[src/rtl/decode_issue_stage.sv]
// Decode/issue stage: field decode, 32-entry register file with same-cycle
// write bypass, load-use hazard detection and a registered ID/EX boundary.
module decode_issue_stage #(
    parameter int unsigned DATA_WIDTH            = 32,
    parameter int unsigned NUM_WR_PORTS          = 2,
    parameter int unsigned LOAD_USE_STALL_CYCLES = 1,
    parameter logic [5:0]  LOAD_OPCODE           = 6'h23,
    parameter logic [5:0]  STORE_OPCODE          = 6'h2B
) (
    input  logic                               clk,
    input  logic                               rst_n,
    input  logic                               if_valid_in,
    input  logic [31:0]                        instruction_in,
    input  logic [5*NUM_WR_PORTS-1:0]          reg_wr_addr_in,
    input  logic [DATA_WIDTH*NUM_WR_PORTS-1:0] reg_wr_data_in,
    input  logic [NUM_WR_PORTS-1:0]            reg_wr_en_in,
    input  logic                               ex_ready_in,
    input  logic                               flush_in,
    output logic                               rd_inst_ena_out,
    output logic                               stall_out,
    output logic                               id_valid_out,
    output logic [5:0]                         opcode_out,
    output logic [5:0]                         inst_function_out,
    output logic [DATA_WIDTH-1:0]              data_alu_a_out,
    output logic [DATA_WIDTH-1:0]              data_alu_b_out,
    output logic [DATA_WIDTH-1:0]              constant_out,
    output logic                               imm_inst_out,
    output logic [4:0]                         reg_wr_addr_out,
    output logic                               reg_wr_en_out,
    output logic                               mem_data_rd_en_out,
    output logic                               mem_data_wr_en_out
);

    localparam logic [1:0] StallInit = 2'(LOAD_USE_STALL_CYCLES - 1);

    typedef enum logic [0:0] {StIdle, StStall} state_e;

    typedef struct packed {
        logic                  valid;
        logic [5:0]            opcode;
        logic [5:0]            funct;
        logic [DATA_WIDTH-1:0] alu_a;
        logic [DATA_WIDTH-1:0] alu_b;
        logic [DATA_WIDTH-1:0] constant;
        logic                  imm;
        logic [4:0]            wr_addr;
        logic                  wr_en;
        logic                  mem_rd;
        logic                  mem_wr;
    } idex_t;

    state_e                state_q, state_d;
    logic [1:0]            stall_cnt_q, stall_cnt_d;
    idex_t                 idex_q, idex_d, dec;
    logic [DATA_WIDTH-1:0] regs_q [32];
    logic [DATA_WIDTH-1:0] regs_d [32];
    logic [DATA_WIDTH-1:0] rs1_data, rs2_data;
    logic [4:0]            rs1, rs2, rd;
    logic [5:0]            opcode;
    logic                  is_rtype, is_load, is_store, reads_rs2, hazard;
    logic                  unused_shamt;

    assign opcode       = instruction_in[31:26];
    assign rs1          = instruction_in[25:21];
    assign rs2          = instruction_in[20:16];
    assign rd           = instruction_in[15:11];
    assign unused_shamt = ^instruction_in[10:6];
    assign is_rtype     = (opcode == 6'h00);
    assign is_load      = (opcode == LOAD_OPCODE);
    assign is_store     = (opcode == STORE_OPCODE);
    assign reads_rs2    = is_rtype | is_store;

    // Register-file writes in ascending port order so the highest port wins.
    always_comb begin
        regs_d = regs_q;
        for (int k = 0; k < NUM_WR_PORTS; k++) begin
            if (reg_wr_en_in[k]) begin
                regs_d[reg_wr_addr_in[5*k +: 5]] = reg_wr_data_in[DATA_WIDTH*k +: DATA_WIDTH];
            end
        end
        regs_d[0] = '0;
    end

    // Operand read with same-cycle bypass from the write ports (highest port wins).
    always_comb begin
        rs1_data = regs_q[rs1];
        rs2_data = regs_q[rs2];
        for (int k = 0; k < NUM_WR_PORTS; k++) begin
            if (reg_wr_en_in[k] && reg_wr_addr_in[5*k +: 5] == rs1) begin
                rs1_data = reg_wr_data_in[DATA_WIDTH*k +: DATA_WIDTH];
            end
            if (reg_wr_en_in[k] && reg_wr_addr_in[5*k +: 5] == rs2) begin
                rs2_data = reg_wr_data_in[DATA_WIDTH*k +: DATA_WIDTH];
            end
        end
        if (rs1 == 5'd0) rs1_data = '0;
        if (rs2 == 5'd0) rs2_data = '0;
    end

    // Instruction decode into the ID/EX bundle.
    always_comb begin
        dec          = '0;
        dec.valid    = if_valid_in;
        dec.opcode   = opcode;
        dec.funct    = instruction_in[5:0];
        dec.alu_a    = rs1_data;
        dec.alu_b    = rs2_data;
        dec.constant = {{(DATA_WIDTH-16){instruction_in[15]}}, instruction_in[15:0]};
        dec.imm      = !is_rtype;
        dec.wr_addr  = is_rtype ? rd : (is_store ? 5'd0 : rs2);
        dec.wr_en    = !is_store && (dec.wr_addr != 5'd0);
        dec.mem_rd   = is_load;
        dec.mem_wr   = is_store;
    end

    // Load-use hazard against the load currently sitting in ID/EX.
    assign hazard = if_valid_in && idex_q.valid && idex_q.mem_rd && (idex_q.wr_addr != 5'd0) &&
                    ((idex_q.wr_addr == rs1) || (reads_rs2 && idex_q.wr_addr == rs2));

    assign stall_out       = !flush_in && ((state_q == StStall) || hazard);
    assign rd_inst_ena_out = !stall_out && (ex_ready_in || flush_in);

    // Next-state for the stall FSM and ID/EX: flush > EX backpressure > stall > issue.
    always_comb begin
        state_d     = state_q;
        stall_cnt_d = stall_cnt_q;
        idex_d      = idex_q;
        if (flush_in) begin
            state_d     = StIdle;
            stall_cnt_d = 2'd0;
            idex_d      = '0;
        end else if (!ex_ready_in) begin
            // hold everything
        end else if (stall_out) begin
            idex_d        = dec;
            idex_d.valid  = 1'b0;
            idex_d.wr_en  = 1'b0;
            idex_d.mem_rd = 1'b0;
            idex_d.mem_wr = 1'b0;
            if (state_q == StIdle) begin
                stall_cnt_d = StallInit;
                state_d     = (StallInit != 2'd0) ? StStall : StIdle;
            end else begin
                stall_cnt_d = stall_cnt_q - 2'd1;
                state_d     = (stall_cnt_q == 2'd1) ? StIdle : StStall;
            end
        end else begin
            idex_d = dec;
            if (!if_valid_in) begin
                idex_d.wr_en  = 1'b0;
                idex_d.mem_rd = 1'b0;
                idex_d.mem_wr = 1'b0;
            end
        end
    end

    // State, ID/EX and register-file storage.
    always_ff @(posedge clk or negedge rst_n) begin
        if (!rst_n) begin
            state_q     <= StIdle;
            stall_cnt_q <= 2'd0;
            idex_q      <= '0;
            for (int i = 0; i < 32; i++) regs_q[i] <= '0;
        end else begin
            state_q     <= state_d;
            stall_cnt_q <= stall_cnt_d;
            idex_q      <= idex_d;
            regs_q      <= regs_d;
        end
    end

    assign id_valid_out       = idex_q.valid;
    assign opcode_out         = idex_q.opcode;
    assign inst_function_out  = idex_q.funct;
    assign data_alu_a_out     = idex_q.alu_a;
    assign data_alu_b_out     = idex_q.alu_b;
    assign constant_out       = idex_q.constant;
    assign imm_inst_out       = idex_q.imm;
    assign reg_wr_addr_out    = idex_q.wr_addr;
    assign reg_wr_en_out      = idex_q.wr_en;
    assign mem_data_rd_en_out = idex_q.mem_rd;
    assign mem_data_wr_en_out = idex_q.mem_wr;

endmodule

[config.mk]
export PLATFORM = sky130hd
export DESIGN_NAME = decode_issue_stage
export DESIGN_NICKNAME = d
export VERILOG_FILES = /design/src/rtl/decode_issue_stage.sv
export SDC_FILE = /design/constraint.sdc
export NUM_CORES = 2
export LEC_CHECK = 0
export CORE_MARGIN = 2
export CORE_UTILIZATION = 42
export DETAILED_ROUTE_END_ITERATION = 8
export PLACE_DENSITY = 0.57
export SYNTH_ARGS = -nofsm -noshare
export SYNTH_HDL_FRONTEND = slang
export SYNTH_SLANG_ARGS = --single-unit
[constraint.sdc]
create_clock -name clk -period 6.6 [get_ports clk]
set_input_delay 0.66 -clock clk [delete_from_list [all_inputs] [get_ports clk]]
set_output_delay 0.66 -clock clk [all_outputs]
set_load 0.01 [all_outputs]
---- Word-level counts from Yosys, hierarchy flattened ----
Cells that the tools add are included.
operators by class
  add/sub/neg operators ................... 1
  multipliers ............................. 0
  div/mod/pow operators ................... 0
  $lt $le $gt $ge ......................... 6
  equality and inequality tests ........... 9
  shifts and indexed selects .............. 0
  mux-type cells .......................... 35
  bitwise logic cells ..................... 5
  reduce and logical (&&, ||, !) cells .... 29
operator list
  cell                number
  $bwmux 1024         2
  $mux 1024           1
  $mux 992            1
  $mux 32             12
  $mux 118            3
  $bmux 32 s5         2
  $demux 32 s5        2
  $eq 5x5->1          6
  $ge 6x6->1 const B  4
  $not 5->6           4
  $logic_and 1x1->1   14
  $eq 6x6->1 const B  2
  $lt 6x1->1 const B  2
  $logic_not 5->1     2
  $mux 5              2
  $reduce_bool 5->1   2
  $mux 2              4
  $logic_not 6->1     1
  $mux 1              5
  $logic_not 1->1     4
  $reduce_bool 2->1   2
  $logic_or 1x1->1    3
  $mux 3              1
  $eq 2x1->1 const B  1
  3 further kinds     3
storage, ports and cells
  flip-flop bits (word level) ............. 1113
  bits in latches ......................... 0
  RAM bits ................................ 0
  ROM bits ................................ 0
  input bits .............................. 113
  memories kept ........................... 0

---- Depth between registers and ports, before layout ----
  word-level depth ........................ 10
  mapped depth ............................ 11

---- Least setup slack after synthesis ----
Ideal clock, no wire load.
  path type ............................... in2out
  from .................................... in instruction_in[29]
  to ...................................... out rd_inst_ena_out
  data arrival time ....................... 2.500 ns
  required time ........................... 5.940 ns
  slack ................................... 3.440 ns
  cell stages on the path ................. 6
  buffers on the path ..................... 0
  path through ............................ or4_4 > a211o_1 > or4_1 > a21oi_2 > nor2_1 > a21o_1
between the ends
  longest elaborated chain between the ends .. 9
  elaborated cells between the ends (all ways) .. 10
  those cells by class .................... 1 x eq/ne; 1 x bitwise; 8 x reduce/logical
RTL lines
  item                                                  line    text
  from (decl)                                           13      input logic [31:0] instruction_in,
  $eq 6x6->1 / $logic_not 6->1 (equally long branches)  70, 68
  $or 1x1->1 *                                          71      assign reads_rs2 = is_rtype | is_store;
  $logic_and 1x1->1 *                                   118     ((idex_q.wr_addr == rs1) || (reads_rs2 && idex_q.wr_addr == rs2));
  $logic_or 1x1->1 *                                    118
  $logic_and 1x1->1 *                                   117     assign hazard = if_valid_in && idex_q.valid && idex_q.mem_rd && (idex_q.wr_addr != 5'd0) &&
  $logic_or 1x1->1 *                                    120     assign stall_out = !flush_in && ((state_q == StStall) || hazard);
  $logic_and 1x1->1 *                                   120
  $logic_not 1->1 *                                     121     assign rd_inst_ena_out = !stall_out && (ex_ready_in || flush_in);
  $logic_and 1x1->1 *                                   121
  to (decl)                                             19      output logic rd_inst_ena_out,
Mark *: on every way between the ends. The rest lies on a longest branch, timed or not.

---- Worst setup path in the final report ----
Ends and elaborated chain as after synthesis.

==> flow_summary_export.csv <==
group,metric,value,unit
run_status,status,"complete, no violations",
layout,multiInputGateArea,37100,um^2
synth,synth_cell_types,55,
synth,syn_area_per_cell,10.1,um^2
critical_path,reg2reg_slack,4.09,ns
layout,final_cell_mix,"mux2i_1 (1266), dfrtp_1 (1091), nor2_1 (611)",
clocking,clk_path_buf_depth,3,
run,drv_cap,0,
synth,ys.flop_type,"dfrtp_1",
floorplanning,chipWidth,405,um
synth,syn_nets,6788,
synth,ys_warn_count,0,
placed_design,io_buffer_count,232,
global_route,grt_max_degree,153,
clocking,ctsResizeCount,0,
critical_path,crit_chain,"clkdlybuf4s50_1, or4_4, a211o_1, or4_1, a21oi_2, nor2_1, a21o_1, clkdlybuf4s50_1",
clocking,clk_latency,0.78,ns
floorplanning,rows,146,
layout,drive_above_1_share,0.140,
sta,final.min_clock_period,4.24,ns
critical_path,critPathTopFamily,"simple AND/OR/NAND/NOR gates",
clocking,cts.sinks,1091,
critical_path,r2r-start,"regs_q[795]",
sta,clock_skew,0.0252,ns
clocking,root_buffer,"clkbuf_16",
sta,rsz0062_at_grt,"false",
route,drt_wl_total,281,mm
critical_path,slowest_delay,0.57,ns
floorplanning,start_util,0.424,
sta,clock.fmax,236,MHz
global_route,antenna_found_initial,10,
synth,synth_edf_count,0,
synth,synth_area,67400,um^2
route,wl_per_cell,32.8,um
critical_path,crit_start,"instruction_in[29]",
critical_path,reg2regPathDepth,6,
worst_hold_path,hp-start,"instruction_in[5]",
critical_path,slowest_stage,"or4_1",
critical_path,critPathMostFrequentCell,"clkdlybuf4s50_1",
sta,holdWs,0.501,ns
worst_hold_path,hold_class,"input pin to register",
critical_path,crit_buf_inv,2,
synth,synth-async-reset-ratio,1.00,
route,postRouteAntennaNets,0,
synth,synth_cells,6674,
critical_path,start_kind,"input pin",
route,route.detailed.drc,0,
sta,hold_viol_final,0,
clocking,cts_made_buffers,132,
synth,yosysSeqAreaShare,0.405,
global_route,grt_pass1_wl,397,mm
sta,setup_violations,0,
sta,fin_setup_tns,0,ns
sta,tightest_slew,1.39,ns
critical_path,path_max_fanout,7,
sta,slew_violations,0,
placed_design,gp_congestion,0.886,
critical_path,crit_path_end_kind,"output port",
clocking,cts_tree,"built",
layout,seqCellArea,27300,um^2
sta,slew_headroom,0.0718,
layout,fillCellCount,14600,
clocking,cts_hold_buffers,1,
placed_design,post-dp-hpwl,162,mm
route,drtIter0Drc,7933,
critical_path,cp_data_arrival_time,3.58,ns
global_route,grt_overflow,0,
layout,final_common_cell,"mux2i_1",
clocking,clk_pin_slew,0.06,ns
route,drtPass1Iterations,7,
global_route,grt_pass1_vias,53000,
power_and_ir_drop,power_density,298,nW/um^2
worst_hold_path,hold_end,"constant_out[5]",
floorplanning,pin_count,233,
floorplanning,die_h,405,um
worst_hold_path,worstHoldPathCells,3,
floorplanning,core_area,159000,um^2
layout,layout.nets,6512,
global_route,groute.usage.overall,0.335,
power_and_ir_drop,ir_drop,0.206,mV
clocking,htree_levels,4,
clocking,postCtsSetupRepairBufs,0,
floorplanning,die_area,164000,um^2
route,via_per_inst,6.59,
power_and_ir_drop,p_leak,32.5,nW
critical_path,reg2reg_to,"data_alu_a_out[27]",
layout,area_delta_synth_final,11.7,%
critical_path,setup.worst_path.class,"input pin to output port",
critical_path,cp.required,5.94,ns
synth,synth-seq-cells,1091,
route,vias,56400,
sta,post-route-period-util,0.642,
-- state kept, by name (all words and copies together) (netlist names), 2 cells and up --
| name | flops |
|---|---|
| constant_out | 11 |
| data_alu_a_out | 32 |
| data_alu_b_out | 32 |
| inst_function_out | 5 |
| opcode_out | 6 |
| reg_wr_addr_out | 5 |
| regs_q | 992 |
| stall_cnt_q | 2 |
-- power breakdown --
group	leakage, nW	internal (mW)	switching (mW)
registers	13.4	8.37	1.42
clock network	2.12	4.39	3.04
logic	17.0	2.74	2.49
-- how the worst max path moves through the flow --
stage,endpoint,slack (ns),depth (start not counted)
final,rd_inst_ena_out,2.36,8
after detailed placement,rd_inst_ena_out,2.37,8
after global routing,stall_out,2.25,8
after CTS,rd_inst_ena_out,2.37,8
after floorplan,rd_inst_ena_out,3.44,6
after global placement,stall_out,2.36,8
-- routing by layer --
metal | GRT usage | up-vias | part of all wire
met4 | 0.161 | 12 | 0.053
li1 | - | 23700 | -
met1 | 0.455 | 28300 | 0.40
met3 | 0.0833 | 819 | 0.11
met5 | 0 | - | 0.00028
met2 | 0.502 | 3599 | 0.44
-- cell families (layout without fill, tap and decap cells) --
family                     Yosys count  after routing  synth area share
muxes                             1680           1680             0.311
other                                0              2                 0
and+or+nand+nor                   1524           1524            0.0966
buffers and inverters              837            654            0.0514
AOI/OAI and AO/OA                 1511           1511             0.132
DFF                               1091           1091             0.405
xor gates and xnor gates            30             30           0.00390
adders and majority gates            1              1          0.000186
-- worst register-to-register path, delay by kind of cell, from the launching register on --
kind | cells | cell delay (ns)
AO/OA/AOI/OAI | 2 | 0.95
AND/OR/NAND/NOR | 3 | 0.55
multiplexers | 1 | 0.50
flip-flops | 1 | 0.39
-- cells in the mapped netlist, types with 4 or more instances --
| library cell | number | area [um^2] |
|---|---|---|
| a211o_1 | 26 | 228 |
| a211oi_1 | 35 | 263 |
| a21oi_1 | 523 | 2620 |
| a221o_1 | 7 | 70.1 |
| a221oi_1 | 82 | 718 |
| a22o_1 | 45 | 394 |
| a22oi_1 | 88 | 661 |
| a311oi_1 | 32 | 280 |
| and3_1 | 4 | 25.0 |
| buf_1 | 111 | 417 |
| buf_2 | 104 | 521 |
| buf_4 | 47 | 353 |
| clkbuf_1 | 571 | 2140 |
| dfrtp_1 | 1091 | 27300 |
| mux2_2 | 91 | 1020 |
| mux2i_1 | 1266 | 12700 |
| mux4_2 | 323 | 7270 |
| nand2_1 | 555 | 2080 |
| nand2b_1 | 5 | 31.3 |
| nand3_1 | 37 | 185 |
| nand3b_1 | 6 | 45.0 |
| nor2_1 | 645 | 2420 |
| nor2b_1 | 79 | 494 |
| nor3_1 | 74 | 370 |
| nor3b_1 | 7 | 52.6 |
| nor4_1 | 28 | 175 |
| o21ai_0 | 513 | 2570 |
| o21bai_1 | 24 | 180 |
| o22ai_1 | 118 | 738 |
| o31ai_1 | 7 | 52.6 |
| or2_2 | 4 | 25.0 |
| or3_1 | 4 | 25.0 |
| or4_1 | 60 | 450 |
| xnor2_1 | 9 | 78.8 |
| xor2_1 | 21 | 184 |
-- metrics by stage --
step	instances	setup slack, ns	total power, mW	area, um^2	util
floorplan	6674	3.44	13.2	67400	-
global route	8564	2.25	23.3	75200	0.473
detailed placement	8335	2.37	15.0	70900	0.446
CTS	8563	2.37	22.4	75200	0.473
finish	8565	2.36	22.4	75200	0.473
global placement	8335	2.36	14.7	70900	0.446
-- final cells by class --
| cell class | count | area share |
|---|---|---|
| inverter | 2 | 0.0000998 |
| clock buffer | 203 | 0.0537 |
| tap | 2072 | 0.0345 |
| clock inverter | 24 | 0.00348 |
| multi-input combinational | 4746 | 0.494 |
| timing repair buffer | 425 | 0.0519 |
| antenna | 2 | 0.0000665 |
| sequential | 1091 | 0.363 |
No activity file was read; power rests on OpenSTA's default activity.
